[src/rtl/csr_access_unit_if.sv]
// Request, CSR-file and response signals shared between the CSR access unit
// and its environment; the unit uses the slave view, the requester the master view.
interface csr_access_unit_if;
  logic        req_valid;
  logic        req_ready;
  logic [2:0]  req_funct3;
  logic [11:0] req_csr_addr;
  logic [31:0] req_rs1_data;
  logic [4:0]  req_rs1_field;
  logic [4:0]  req_rd;

  logic [11:0] csr_read_addr;
  logic [31:0] csr_data_read;
  logic        csr_write_en;
  logic [11:0] csr_write_addr;
  logic [31:0] csr_data_write;

  logic        resp_valid;
  logic        resp_ready;
  logic [4:0]  resp_rd;
  logic [31:0] resp_data;
  logic        resp_illegal;

  modport master (
    output req_valid, req_funct3, req_csr_addr, req_rs1_data, req_rs1_field, req_rd,
    input  req_ready,
    input  csr_read_addr, csr_write_en, csr_write_addr, csr_data_write,
    output csr_data_read,
    input  resp_valid, resp_rd, resp_data, resp_illegal,
    output resp_ready
  );

  modport slave (
    input  req_valid, req_funct3, req_csr_addr, req_rs1_data, req_rs1_field, req_rd,
    output req_ready,
    output csr_read_addr, csr_write_en, csr_write_addr, csr_data_write,
    input  csr_data_read,
    output resp_valid, resp_rd, resp_data, resp_illegal,
    input  resp_ready
  );
endinterface

[src/rtl/csr_access_unit.sv]
// Executes one RISC-V CSR instruction at a time as a read-modify-write on the
// CSR file: IDLE -> READ -> WRITE -> RESP, with all outputs registered.
module csr_access_unit #(
  parameter int CSR_ADDR_LEN = 4
) (
  input  logic                clk,
  input  logic                rst,
  csr_access_unit_if.slave    bus,
  output logic                busy
);

  typedef enum logic [1:0] {IDLE, READ, WRITE, RESP} state_t;

  // Address bits above the implemented CSR space; any set bit makes the request illegal.
  localparam logic [11:0] ADDR_HI_MASK = 12'hFFF << CSR_ADDR_LEN;

  state_t      state_q, state_d;
  logic [2:0]  funct3_q, funct3_d;
  logic [11:0] addr_q, addr_d;
  logic [31:0] rs1_data_q, rs1_data_d;
  logic [4:0]  rs1_field_q, rs1_field_d;
  logic [4:0]  rd_q, rd_d;
  logic [31:0] old_q, old_d;
  logic        illegal_q, illegal_d;

  logic        req_ready_q, req_ready_d;
  logic        busy_q, busy_d;
  logic        write_en_q, write_en_d;
  logic [11:0] write_addr_q, write_addr_d;
  logic [31:0] write_data_q, write_data_d;
  logic        resp_valid_q, resp_valid_d;
  logic [4:0]  resp_rd_q, resp_rd_d;
  logic [31:0] resp_data_q, resp_data_d;
  logic        resp_illegal_q, resp_illegal_d;

  logic [31:0] operand;
  logic [31:0] new_value;
  logic        suppress;

  always_comb begin
    operand   = funct3_q[2] ? {27'b0, rs1_field_q} : rs1_data_q;
    case (funct3_q[1:0])
      2'b10:   new_value = bus.csr_data_read | operand;
      2'b11:   new_value = bus.csr_data_read & ~operand;
      default: new_value = operand;
    endcase
    suppress  = (funct3_q[1:0] != 2'b01) && (rs1_field_q == 5'd0);

    state_d        = state_q;
    funct3_d       = funct3_q;
    addr_d         = addr_q;
    rs1_data_d     = rs1_data_q;
    rs1_field_d    = rs1_field_q;
    rd_d           = rd_q;
    old_d          = old_q;
    illegal_d      = illegal_q;
    req_ready_d    = req_ready_q;
    busy_d         = busy_q;
    write_en_d     = write_en_q;
    write_addr_d   = write_addr_q;
    write_data_d   = write_data_q;
    resp_valid_d   = resp_valid_q;
    resp_rd_d      = resp_rd_q;
    resp_data_d    = resp_data_q;
    resp_illegal_d = resp_illegal_q;

    case (state_q)
      IDLE: begin
        if (bus.req_valid && req_ready_q) begin
          funct3_d    = bus.req_funct3;
          addr_d      = bus.req_csr_addr;
          rs1_data_d  = bus.req_rs1_data;
          rs1_field_d = bus.req_rs1_field;
          rd_d        = bus.req_rd;
          illegal_d   = (bus.req_funct3[1:0] == 2'b00) ||
                        ((bus.req_csr_addr & ADDR_HI_MASK) != 12'd0);
          req_ready_d = 1'b0;
          busy_d      = 1'b1;
          state_d     = READ;
        end
      end
      READ: begin
        old_d        = bus.csr_data_read;
        write_en_d   = !illegal_q && !suppress;
        write_addr_d = addr_q;
        write_data_d = new_value;
        state_d      = WRITE;
      end
      WRITE: begin
        write_en_d     = 1'b0;
        resp_valid_d   = 1'b1;
        resp_rd_d      = rd_q;
        resp_data_d    = illegal_q ? 32'd0 : old_q;
        resp_illegal_d = illegal_q;
        state_d        = RESP;
      end
      RESP: begin
        if (bus.resp_ready) begin
          resp_valid_d = 1'b0;
          req_ready_d  = 1'b1;
          busy_d       = 1'b0;
          state_d      = IDLE;
        end
      end
      default: state_d = IDLE;
    endcase
  end

  always_ff @(posedge clk) begin
    if (rst) begin
      state_q        <= IDLE;
      funct3_q       <= '0;
      addr_q         <= '0;
      rs1_data_q     <= '0;
      rs1_field_q    <= '0;
      rd_q           <= '0;
      old_q          <= '0;
      illegal_q      <= 1'b0;
      req_ready_q    <= 1'b1;
      busy_q         <= 1'b0;
      write_en_q     <= 1'b0;
      write_addr_q   <= '0;
      write_data_q   <= '0;
      resp_valid_q   <= 1'b0;
      resp_rd_q      <= '0;
      resp_data_q    <= '0;
      resp_illegal_q <= 1'b0;
    end else begin
      state_q        <= state_d;
      funct3_q       <= funct3_d;
      addr_q         <= addr_d;
      rs1_data_q     <= rs1_data_d;
      rs1_field_q    <= rs1_field_d;
      rd_q           <= rd_d;
      old_q          <= old_d;
      illegal_q      <= illegal_d;
      req_ready_q    <= req_ready_d;
      busy_q         <= busy_d;
      write_en_q     <= write_en_d;
      write_addr_q   <= write_addr_d;
      write_data_q   <= write_data_d;
      resp_valid_q   <= resp_valid_d;
      resp_rd_q      <= resp_rd_d;
      resp_data_q    <= resp_data_d;
      resp_illegal_q <= resp_illegal_d;
    end
  end

  // The CSR file commits on the edge that ends WRITE, so a reset raised during
  // WRITE must mask the strobe immediately to keep that write from landing.
  assign bus.csr_write_en   = write_en_q & ~rst;
  assign bus.csr_write_addr = write_addr_q;
  assign bus.csr_data_write = write_data_q;
  assign bus.csr_read_addr  = addr_q;
  assign bus.req_ready      = req_ready_q;
  assign bus.resp_valid     = resp_valid_q;
  assign bus.resp_rd        = resp_rd_q;
  assign bus.resp_data      = resp_data_q;
  assign bus.resp_illegal   = resp_illegal_q;
  assign busy               = busy_q;

endmodule

[src/flat_wrapper.sv]
// flat-port wrapper written by rule: the top's interface ports become plain ports
module csr_access_unit_flat 
#(
  parameter int CSR_ADDR_LEN = 4
)
  (clk, rst, busy, bus_req_valid, bus_req_funct3, bus_req_csr_addr, bus_req_rs1_data, bus_req_rs1_field, bus_req_rd, bus_req_ready, bus_csr_read_addr, bus_csr_write_en, bus_csr_write_addr, bus_csr_data_write, bus_csr_data_read, bus_resp_valid, bus_resp_rd, bus_resp_data, bus_resp_illegal, bus_resp_ready);
  csr_access_unit_if bus_i ();
  input  logic clk;
  input  logic rst;
  output logic busy;
  input wire logic [$bits(bus_i.req_valid)-1:0] bus_req_valid;
  input wire logic [$bits(bus_i.req_funct3)-1:0] bus_req_funct3;
  input wire logic [$bits(bus_i.req_csr_addr)-1:0] bus_req_csr_addr;
  input wire logic [$bits(bus_i.req_rs1_data)-1:0] bus_req_rs1_data;
  input wire logic [$bits(bus_i.req_rs1_field)-1:0] bus_req_rs1_field;
  input wire logic [$bits(bus_i.req_rd)-1:0] bus_req_rd;
  output wire logic [$bits(bus_i.req_ready)-1:0] bus_req_ready;
  output wire logic [$bits(bus_i.csr_read_addr)-1:0] bus_csr_read_addr;
  output wire logic [$bits(bus_i.csr_write_en)-1:0] bus_csr_write_en;
  output wire logic [$bits(bus_i.csr_write_addr)-1:0] bus_csr_write_addr;
  output wire logic [$bits(bus_i.csr_data_write)-1:0] bus_csr_data_write;
  input wire logic [$bits(bus_i.csr_data_read)-1:0] bus_csr_data_read;
  output wire logic [$bits(bus_i.resp_valid)-1:0] bus_resp_valid;
  output wire logic [$bits(bus_i.resp_rd)-1:0] bus_resp_rd;
  output wire logic [$bits(bus_i.resp_data)-1:0] bus_resp_data;
  output wire logic [$bits(bus_i.resp_illegal)-1:0] bus_resp_illegal;
  input wire logic [$bits(bus_i.resp_ready)-1:0] bus_resp_ready;
  assign bus_i.req_valid = bus_req_valid;
  assign bus_i.req_funct3 = bus_req_funct3;
  assign bus_i.req_csr_addr = bus_req_csr_addr;
  assign bus_i.req_rs1_data = bus_req_rs1_data;
  assign bus_i.req_rs1_field = bus_req_rs1_field;
  assign bus_i.req_rd = bus_req_rd;
  assign bus_req_ready = bus_i.req_ready;
  assign bus_csr_read_addr = bus_i.csr_read_addr;
  assign bus_csr_write_en = bus_i.csr_write_en;
  assign bus_csr_write_addr = bus_i.csr_write_addr;
  assign bus_csr_data_write = bus_i.csr_data_write;
  assign bus_i.csr_data_read = bus_csr_data_read;
  assign bus_resp_valid = bus_i.resp_valid;
  assign bus_resp_rd = bus_i.resp_rd;
  assign bus_resp_data = bus_i.resp_data;
  assign bus_resp_illegal = bus_i.resp_illegal;
  assign bus_i.resp_ready = bus_resp_ready;
  csr_access_unit #(.CSR_ADDR_LEN(CSR_ADDR_LEN)) u_core (.clk(clk), .rst(rst), .bus(bus_i), .busy(busy));
endmodule
[config.mk]
export PLATFORM = sky130hd
export DESIGN_NAME = csr_access_unit_flat
export DESIGN_NICKNAME = d
export VERILOG_FILES = /design/src/rtl/csr_access_unit_if.sv /design/src/rtl/csr_access_unit.sv /design/src/flat_wrapper.sv
export SDC_FILE = /design/constraint.sdc
export NUM_CORES = 1
export LEC_CHECK = 0
export ABC_AREA = 1
export ABC_CLOCK_PERIOD_IN_PS = 1750
export CAP_MARGIN = 30
export CORE_ASPECT_RATIO = 0.6
export CORE_MARGIN = 2
export CORE_UTILIZATION = 30
export DETAILED_ROUTE_END_ITERATION = 6
export GPL_ROUTABILITY_DRIVEN = 0
export PLACE_DENSITY_LB_ADDON = 0.05
export SKIP_LAST_GASP = 1
export SLEW_MARGIN = 10
export SYNTH_ARGS = -nofsm -noshare
export SYNTH_HDL_FRONTEND = slang
export SYNTH_SLANG_ARGS = --single-unit
[constraint.sdc]
create_clock -name clk -period 1.75 [get_ports clk]
set_input_delay 0.4375 -clock clk [delete_from_list [all_inputs] [get_ports clk]]
set_output_delay 0.4375 -clock clk [all_outputs]
set_load 0.02 [all_outputs]
# Word level (Yosys, flattened, before mapping)

Cells that the tools add are included.

Register bits after elaboration: 178
Input port bits: 93
Word-level logic and storage cells: 61
Output and inout port bits: 98

Eq/ne operators: 8
Bitwise operators: 5
Mux-type cells: 14
Reductions and logical operators: 17

Operator list:

| operator                                            | count |
|---|---|
| 2-to-1 mux 32 bit                                   | 2 |
| one-hot mux 32 bit (2 select lines)                 | 1 |
| AND 32 bit                                          | 1 |
| inverter 32 bit                                     | 1 |
| OR 32 bit                                           | 1 |
| nonzero test 12 bit                                 | 1 |
| equality test 2 bit, second input constant          | 4 |
| one-hot mux 1 bit (2 select lines)                  | 4 |
| one-hot mux 2 bit (4 select lines)                  | 1 |
| AND reduction 2 bit                                 | 3 |
| nonzero test 2 bit                                  | 3 |
| zero test 5 bit                                     | 1 |
| zero test 2 bit                                     | 2 |
| 2-to-1 mux 1 bit                                    | 4 |
| 2-to-1 mux 2 bit                                    | 2 |
| != test 2 x 1 -> 1 bit, second input constant       | 2 |
| logical AND 1 bit                                   | 3 |
| AND reduction 3 bit                                 | 1 |
| equality test 2 x 1 -> 1 bit, second input constant | 1 |
| zero test 1 bit                                     | 2 |
| != test 2 bit, second input constant                | 1 |
| AND 1 bit                                           | 1 |
| logical OR 1 bit                                    | 1 |
| inverter 1 bit                                      | 1 |

# Depth between registers and ports, before layout

Depth in word-level cells: 5
Depth in mapped cells: 8
Gate-level depth less buffers: 7

# Worst setup path after synthesis

Ideal clock, no wire load.

Path kind: input to output
Start point: in rst
End point: out bus_csr_write_en
Required time: 1.312 ns
Path buffers: 2
Data arrival time: 1.058 ns
Path slack: 0.255 ns
Stages: 3
Cells stage by stage: buf_2 clkbuf_1 nor2_1

Word-level cells in the longest chain between the ends: 2

Ends and longest elaborated chain:

| what           | RTL line               | source |
|---|---|---|
| from (decl)    | flat_wrapper.sv:9      | `input logic rst;` |
| inverter 1 bit | csr_access_unit.sv:151 | `assign bus.csr_write_en = write_en_q & ~rst;` |
| AND 1 bit      | csr_access_unit.sv:151 |  |
| to (decl)      | flat_wrapper.sv:19     | `output wire logic [$bits(bus_i.csr_write_en)-1:0] bus_csr_write_en;` |

Every way passes these cells.

# Worst setup path in the final report

Start point: reg u_core.req_ready_q (netlist: u_core.bus.req_ready)
End point: out bus_req_ready

RTL lines:

| what                   | RTL line               | source |
|---|---|---|
| from (decl)            | csr_access_unit.sv:26  | `logic req_ready_q, req_ready_d;` |
| from (signal assigned) | csr_access_unit.sv:137 | `req_ready_q <= req_ready_d;` |
| to (decl)              | flat_wrapper.sv:17     | `output wire logic [$bits(bus_i.req_ready)-1:0] bus_req_ready;` |

No word-level cell between the ends.

==> flow_summary.json <==
{
  "arrival_ps": 1220,
  "rsz0062_at_grt": "false",
  "place_hpwl_um": 16700,
  "numCtsBuffers": 17,
  "grt_first_pass_wirelength_um": 36700,
  "drc_errors": 0,
  "cts-root-buf": "clkbuf_16",
  "post_cts_buffers": 0,
  "fin_ws_ps": 94.1,
  "finalHoldViolCount": 0,
  "outcome": "finished, final reports clean",
  "register_area_um2": 3560,
  "cp_max_fo": 3,
  "first_iter_violations": 309,
  "num-nets-final": 1186,
  "dp_worst_setup_slack_ps": -25.3,
  "placedCellCount": 1384,
  "first_pass_iters": 4,
  "start_util": 0.303,
  "htree_levels": 4,
  "synth_flop_cell": "dfxtp_1",
  "clkTransAtPathRegs_ps": 70,
  "setup_tns_ps": 0,
  "worst_hold_slack_ps": 455,
  "nFillCells": 2429,
  "syn_to_final_growth_pct": 38.6,
  "track_usage": 0.198,
  "core-area_um2": 22900,
  "ys_types": 21,
  "synthMostInstantiatedCell": "dfxtp_1",
  "grt_overflow": 0,
  "r2r-end": "u_core.rs1_data_q[10]",
  "cts_tree": "done",
  "cp.depth": 1,
  "syn_area_per_cell_um2": 7.56,
  "critPathBufInv": 1,
  "synth-seq-cells": 178,
  "routed_wl_um": 23700,
  "cpMaxStageDelayCell": "dfxtp_1",
  "wire_per_inst_um": 16.8,
  "portBuffers": 190,
  "placed_area_um2": 9180,
  "die-height_um": 122,
  "path_cells": "dlygate4sd2_1",
  "finish.utilization": 0.419,
  "rows": 43,
  "ir_drop_mv": 0.667,
  "end_kind": "output pin",
  "pwr_density_cell_nw_per_um2": 1520,
  "pin_count": 191,
  "antenna_found_initial": 1,
  "synth_edf_count": 0,
  "hold_class": "reg -> reg",
  "synth.cells.most_frequent": "dfxtp_1 (178), nand2_1 (161), o21ai_0 (140)",
  "via_per_inst": 4.59,
  "path_delay_family": "flip-flops",
  "die_x_um": 200,
  "worstPathRequired_ps": 1310,
  "grt_pass1_vias": 6263,
  "antenna_cells": 0,
  "finalMaxSlewViolations": 0,
  "final_antenna_net_count": 0,
  "cts.sinks": 178,
  "worstSetupPathType": "reg -> out",
  "via_count": 6495,
  "final_cell_count_no_fill": 1415,
  "fmax_mhz": 604,
  "critPathLaunchType": "register",
  "worst_pin_slew_ps": 617,
  "drive_above_1_share": 0.0636,
  "r2r_cells": 8,
  "critPathLaunch": "u_core.bus.req_ready",
  "async_flop_share": 0,
  "rr_startpoint": "u_core.state_q[0]",
  "clk_latency_ps": 430,
  "yosys-top-cells-area": "dfxtp_1 (51%), o21ai_0 (10%), a21oi_1 (8.7%), nand2_1 (8.7%), nor2_1 (6.4%)",
  "final_cell_area_um2": 9610,
  "maxSlewHeadroom": 0.589,
  "grt_start_max_net_pins": 51,
  "syn_inst": 917,
  "setup_violations": 0,
  "skew_ps": 10.5,
  "seq_area_frac_synth": 0.514,
  "syn_nets": 1015,
  "syn_area_um2": 6940,
  "synth_warnings": 0,
  "cap_violations": 0,
  "fin_crit_sh": 0.946,
  "cp-endpoint": "bus_req_ready",
  "cts_hold_buf": 0,
  "multi_input_area_um2": 2810,
  "critical-path-max-stage-delay_ps": 400,
  "yosys.area.top_type": "dfxtp_1",
  "synth_top_area_share": 0.514,
  "dieArea_um2": 24400,
  "power.leakage_nw": 4.03,
  "fin_crit_ps": 1660,
  "rrSetupSlack_ps": 140,
  "power.total_mw": 14.6,
  "clk_path_buf_depth": 2
}
==> state kept, by name (all words and copies together), names as in the netlist <==
signal	cells
u_core.busy	1
u_core.state_q	2
u_core.rd_q	5
u_core.rs1_data_q	32
u_core.bus.resp_data	32
u_core.funct3_q	3
u_core.old_q	32
u_core.bus.resp_valid	1
u_core.bus.csr_write_addr	12
u_core.write_en_q	1
u_core.bus.csr_read_addr	12
u_core.bus.resp_rd	5
u_core.bus.resp_illegal	1
u_core.bus.csr_data_write	32
u_core.rs1_field_q	5
u_core.illegal_q	1
u_core.bus.req_ready	1
==> how the worst min path moves through the flow <==
| stage | endpoint | startpoint | slack [ps] | cells after the start |
|---|---|---|---|---|
| after floorplan | u_core.bus.resp_data[1] | u_core.old_q[1] | 440 | 2 |
| after global placement | u_core.bus.resp_data[14] | u_core.old_q[14] | 450 | 2 |
| after detailed placement | u_core.bus.resp_data[28] | u_core.old_q[28] | 450 | 2 |
| after CTS | u_core.bus.csr_data_write[2] | rst | 440 | 3 |
| after global routing | u_core.bus.resp_data[0] | rst | 460 | 3 |
| final | u_core.bus.resp_data[24] | u_core.old_q[24] | 460 | 2 |
==> tightest hold or removal path, delay by kind of cell, from the launching register on <==
family / cells / cell delay, ps
flip-flops: 1 / 310
AND/OR/NAND/NOR: 1 / 60
AO/OA/AOI/OAI: 1 / 50
==> placed cells by master (no fill, tap or decap), drive strengths merged <==
| cell | Yosys | layout |
|---|---|---|
| clkinv | 0 | 4 |
| dfxtp | 178 | 178 |
| nand2 | 162 | 162 |
| clkdlybuf4s50 | 0 | 91 |
| buf | 45 | 32 |
| dlygate4sd2 | 0 | 97 |
| nand3 | 66 | 66 |
| nor2 | 120 | 120 |
| bufinv | 0 | 1 |
| nor3 | 2 | 2 |
| clkdlybuf4s15 | 0 | 1 |
| a21oi | 121 | 121 |
| clkbuf | 24 | 22 |
| o21ai | 140 | 140 |
| ha | 5 | 5 |
| clkinvlp | 0 | 5 |
| o211ai | 1 | 1 |
| inv | 53 | 52 |
==> what timing repair did <==
item / CTS / global route
endpoints found under the setup margin: 98 / 1
hold endpoints to repair: 0 / 0
gates resized for setup: 98 / 1
==> metal layers <==
metal  part of all wire  up-vias  global-route usage
met5            0.00051        -                   0
met1               0.53     2965               0.298
met4             0.0072        2              0.0542
met3              0.078       13              0.0626
met2               0.38      169               0.264
li1                   -     3346                   -
==> cell families after synthesis <==
| family | share of synthesized area |
|---|---|
| simple gates | 0.205 |
| compound gates | 0.189 |
| flops | 0.514 |
| buf+inv | 0.0823 |
| fa+ha+maj | 0.00902 |
==> area by class of cell <==
| class | count | share of cell area |
|---|---|---|
| Clock buffer | 22 | 0.0493 |
| Multi-Input combinational cell | 617 | 0.293 |
| Tap cell | 315 | 0.0410 |
| Clock inverter | 9 | 0.00859 |
| Timing Repair Buffer | 221 | 0.217 |
| Inverter | 53 | 0.0211 |
| Sequential cell | 178 | 0.371 |
==> power breakdown <==
part	total, mW	switching, mW	internal, mW
Combinational	5.16	3.33	1.83
Clock	3.69	1.63	2.06
Sequential	5.76	0.582	5.18
Total	14.6	5.55	9.06
Note: power is estimated with default switching activity, not from simulation.
==> RTL change 1, RTL diff (same flow settings) <==
Take the reset off `resp_data_q` and load it in a clocked block of its own.
--- a/src/rtl/csr_access_unit.sv
+++ b/src/rtl/csr_access_unit.sv
@@ -123,7 +123,6 @@
       write_data_q   <= '0;
       resp_valid_q   <= 1'b0;
       resp_rd_q      <= '0;
-      resp_data_q    <= '0;
       resp_illegal_q <= 1'b0;
     end else begin
       state_q        <= state_d;
@@ -141,9 +140,12 @@
       write_data_q   <= write_data_d;
       resp_valid_q   <= resp_valid_d;
       resp_rd_q      <= resp_rd_d;
-      resp_data_q    <= resp_data_d;
       resp_illegal_q <= resp_illegal_d;
     end
+  end
+
+  always_ff @(posedge clk) begin
+    resp_data_q <= resp_data_d;
   end
 
   // The CSR file commits on the edge that ends WRITE, so a reset raised during
Check against the original RTL: differs if rst is asserted again (counterexample within 4 cycles, from zero or initial values and one cycle with rst high); with rst held inactive, the same outputs for 10 cycles.
==> RTL change 1 against the unedited design <==
  * Routed wire length decreased by 7.6%
  * Utilization increased by 0.60 points
  * Count of clock-buffer cells in the layout decreased by 3
  * Total power increased by 5.7%
  * Sequential cell count unchanged
  * Cell area increased by 1.2%
  * Combinational power increased by 7.6%
  * Non-clock buffer count decreased by 3
  * Synthesized area decreased by 0.16%
  * Global-route usage decreased by 1.4 points
  * Setup slack improved by 0.030 ns
  * Highest routed layer is now met4
==> RTL change 1: results (changes against the unedited design) <==
| Metric | Value |
|---|---|
| Status | `finished, final reports clean (unchanged)` |
| Hold_sp | `u_core.old_q[14]$_SDFFE_PP0N_ (was u_core.old_q[24]$_SDFFE_PP0N_)` |
| Initial antenna violation count | `0 (was 1)` |
| Grt met2 use | `0.2652 (was 0.2641)` |
| R2r setup slk | `0.21 ns (was 0.14 ns)` |
| WL met3 | `925 µm (was 1842 µm)` |
| R2R Path End | `u_core.rs1_data_q[18]$_SDFFE_PP0P_ (was u_core.rs1_data_q[10]$_SDFFE_PP0P_)` |
| Via density | `4.484 (was 4.590)` |
| Routed WL | `21,920 µm (was 23,740 µm)` |
| Leak | `0.003978 µW (was 0.004033 µW)` |
| Nets | `1,119 (was 1,186)` |
| Critical path endpoint | `bus_resp_data[30] (was bus_req_ready)` |
| Syn Nets | `943 (was 1,015)` |
| Metal-1 WL | `11,760 µm (was 12,600 µm)` |
| Placed cells | `1,317 (was 1,384)` |
| Placed inst area | `9288 µm² (was 9179 µm²)` |
| Clock skew | `0.008397 ns (was 0.01045 ns)` |
| Met3 Track Usage GR | `0.04842 (was 0.06260)` |
| Sequential fraction of the synthesis area | `0.5609 (was 0.5138)` |
| Worst-Margin Slew | `0.4899 ns (was 0.6171 ns)` |
| Largest net degree at the start of global routing | `53 (was 51)` |
| Worst Path Max Fanout | `1 (was 3)` |
| Iteration-0 DRC Markers | `270 (was 309)` |
| Worst Setup SP | `u_core.bus.resp_data[30]$_SDFFCE_PP0P_ (was u_core.bus.req_ready$_SDFFE_PP1P_)` |
| Critical-path top delay cell | `edfxtp_1 (was dfxtp_1)` |
| Via count | `6,053 (was 6,495)` |
| Fill count | `2,345 (was 2,429)` |
| Post-synthesis cell count | `845 (was 917)` |
| Area contributors post-synth | `dfxtp_1 42%, edfxtp_1 14%, o21ai_0 10%, a21oi_1 8.7%, nand2_1 5.1% (was dfxtp_1 51%, o21ai_0 10%, a21oi_1 8.7%, nand2_1 8.7%, nor2_1 6.4%)` |
| Highest routing layer actually used | `met4 (was met5)` |
| Met1 usage | `0.2710 (was 0.2982)` |
| Final Hold Slack | `0.4553 ns (was 0.4552 ns)` |
| Post-detail-place hpwl | `14,930 µm (was 16,710 µm)` |
| Hold Path End | `u_core.old_q[14]$_SDFFE_PP0N_ (was u_core.bus.resp_data[24]$_SDFFE_PP0P_)` |
| First-pass GRT wire length | `34,110 µm (was 36,740 µm)` |
| Top post-synthesis cells by count | `146 x dfxtp_1, 141 x o21ai_0, 120 x a21oi_1 (was 178 x dfxtp_1, 161 x nand2_1, 140 x o21ai_0)` |
| Crit path DAT | `1.19 ns (was 1.22 ns)` |
-- RTL change 1: cells by family (layout without fill, tap and decap cells) --
kind of cell / after synthesis / after routing
AOI/OAI and AO/OA: 262 / 262
and+or+nand+nor: 254 / 254
DFF: 178 / 178
buffers and inverters: 146 / 335
adders and majority gates: 5 / 5
other: 0 / 1
-- RTL change 1: final cells by class --
cell class,count,area [µm²],area share
clock buffer,19,452.9,0.04656
timing repair buffer,218,2118,0.2177
sequential,178,3886,0.3995
antenna,1,2.502,0.0002572
clock inverter,13,111.4,0.01145
tap,315,394.1,0.04051
inverter,85,324.1,0.03331
multi-input combinational,521,2439,0.2507
-- RTL change 1: report_power, final --
group	internal [µW]	leakage (µW)	total [µW]	switching [µW]
combinational	1990	0.00221	5550	3560
clock	2030	0.000264	3740	1710
sequential	5570	0.00150	6150	574
==> RTL change 2, RTL diff (same settings) <==
Without the edit above. The 4 states of `state_t` get a Gray code encoding in 2 bits.
--- a/src/rtl/csr_access_unit.sv
+++ b/src/rtl/csr_access_unit.sv
@@ -9,7 +9,7 @@
   output logic                busy
 );
 
-  typedef enum logic [1:0] {IDLE, READ, WRITE, RESP} state_t;
+  typedef enum logic [1:0] {IDLE = 2'b00, READ = 2'b01, WRITE = 2'b11, RESP = 2'b10} state_t;
 
   // Address bits above the implemented CSR space; any set bit makes the request illegal.
   localparam logic [11:0] ADDR_HI_MASK = 12'hFFF << CSR_ADDR_LEN;
Check against the original RTL: same outputs for any inputs over 10 cycles, from zero or initial values and one cycle with rst high; not proved beyond that.
==> RTL change 2 against the unedited design <==
  * Non-clock buffer count decreased by 2
  * Sequential cell count unchanged
  * Synthesized area decreased by 2.4%
  * Setup slack improved by 0.044 ns
  * Cell area decreased by 0.59%
  * Routed wire length decreased by 1.1%
  * Cell count decreased by 3.2%
  * Critical endpoint is now bus_csr_read_addr[0]
  * First-iteration DRC count increased by 48%
  * Maximum frequency increased by 2.7%
Power is not compared: it rests on default switching activity, and its combinational part moved more than twofold at a synthesized area within 25%.
==> RTL change 2: results (changes against the unedited design) <==
| Metric | Value |
|---|---|
| Fill count | `2,327 (was 2,429)` |
| Status | `finished, final reports clean (unchanged)` |
| R2R Path End | `u_core.bus.csr_data_write[29]$_SDFFE_PP0N_ (was u_core.rs1_data_q[10]$_SDFFE_PP0P_)` |
| R2R cell count | `5 (was 8)` |
| Hold_sp | `rst (was u_core.old_q[24]$_SDFFE_PP0N_)` |
| Clk_lat worst skew | `0.44 ns` |
| Share of cells above drive strength 1 | `0.06273 (was 0.06364)` |
| Vias in the first global route | `5,927 (was 6,263)` |
| Final Instance Count excl. Fillers | `1,370 (was 1,415)` |
| Initial antenna violation count | `0 (was 1)` |
| Post-detail-place hpwl | `16,470 µm (was 16,710 µm)` |
| Largest net degree at the start of global routing | `59 (was 51)` |
| First-pass GRT wire length | `36,320 µm (was 36,740 µm)` |
| Placed cells | `1,340 (was 1,384)` |
| Crit path DAT | `1.17 ns (was 1.22 ns)` |
| Iteration-0 DRC Markers | `458 (was 309)` |
| Final Hold Slack | `0.3270 ns (was 0.4552 ns)` |
| Critical path endpoint | `bus_csr_read_addr[0] (was bus_req_ready)` |
| Hold Path End | `u_core.bus.csr_data_write[22]$_SDFFE_PP0N_ (was u_core.bus.resp_data[24]$_SDFFE_PP0P_)` |
| Hold Path Class | `in -> reg (was reg -> reg)` |
| Drt first pass iters | `5 (was 4)` |
| Setup WS pre-CTS | `-0.03460 ns (was -0.02527 ns)` |
| Area contributors post-synth | `dfxtp_1 53%, nor2_1 12%, o21ai_0 8.4%, nand2_1 7.7%, nand3_1 5.0% (was dfxtp_1 51%, o21ai_0 10%, a21oi_1 8.7%, nand2_1 8.7%, nor2_1 6.4%)` |
| Rel. slew slack | `0.7531 (was 0.5886)` |
| Post-synthesis cell count | `903 (was 917)` |
| Routed WL | `23,480 µm (was 23,740 µm)` |
| Top post-synthesis cells by count | `224 x nor2_1, 178 x dfxtp_1, 138 x nand2_1 (was 178 x dfxtp_1, 161 x nand2_1, 140 x o21ai_0)` |
| Worst Setup SP | `u_core.bus.csr_read_addr[0]$_SDFFE_PP0P_ (was u_core.bus.req_ready$_SDFFE_PP1P_)` |
| Synth unique cells | `20 (was 21)` |
| Sequential fraction of the synthesis area | `0.5263 (was 0.5138)` |
| Top-count cell post-synth | `nor2_1 (was dfxtp_1)` |
| CTS resizes | `97 (was 98)` |
| Syn Nets | `996 (was 1,015)` |
| Nets | `1,166 (was 1,186)` |
| R2r setup slk | `0.29 ns (was 0.14 ns)` |
-- RTL change 2: cell types whose count changed after synthesis, moves of 23 or more --
cell,before,now
a21oi_1,121,49
nand2_1,161,138
nor2_1,118,224
inv_1,50,21
o21ai_0,140,114
a22oi_1,0,32
-- RTL change 2: layer usage --
| metal | share of wire | routed length, µm | GRT usage |
|---|---|---|---|
| met1 | 0.56 | 13230 | 0.3308 |
| met2 | 0.38 | 9036 | 0.2634 |
| met3 | 0.045 | 1056 | 0.04351 |
| met4 | 0.0066 | 156 | 0.04934 |
| met5 | 0 | 0 | 0 |
-- RTL change 2: kinds of logic (layout without fill, tap and decap cells) --
family,Yosys count,in the layout,share of synthesized area
and+or+nand+nor,438,438,0.2587
AOI/OAI and AO/OA,196,196,0.1571
DFF,178,178,0.5263
buffers and inverters,91,272,0.05785
-- RTL change 2: final cells by class --
cell class                      count  share of cell area
Clock buffer                       26             0.05537
Clock inverter                      4            0.007331
Inverter                           23            0.009033
Multi-Input combinational cell    634              0.2953
Sequential cell                   178              0.3728
Tap cell                          286             0.03744
Timing Repair Buffer              219              0.2227
-- RTL change 2: metrics by stage --
step	total power (µW)	area [µm²]
2_1_floorplan	5617	6770
3_3_place_gp	6525	9080
5_1_grt	10810	9558
3_5_place_dp	6530	9080
6_report	10290	9558
4_1_cts	10400	9558
-- RTL change 2: power by group --
part           internal [µW]  total (µW)  switching (µW)
combinational            705        1760            1060
sequential              4390        4580             196
clock                   2350        3950            1590
total                   7450       10300            2840
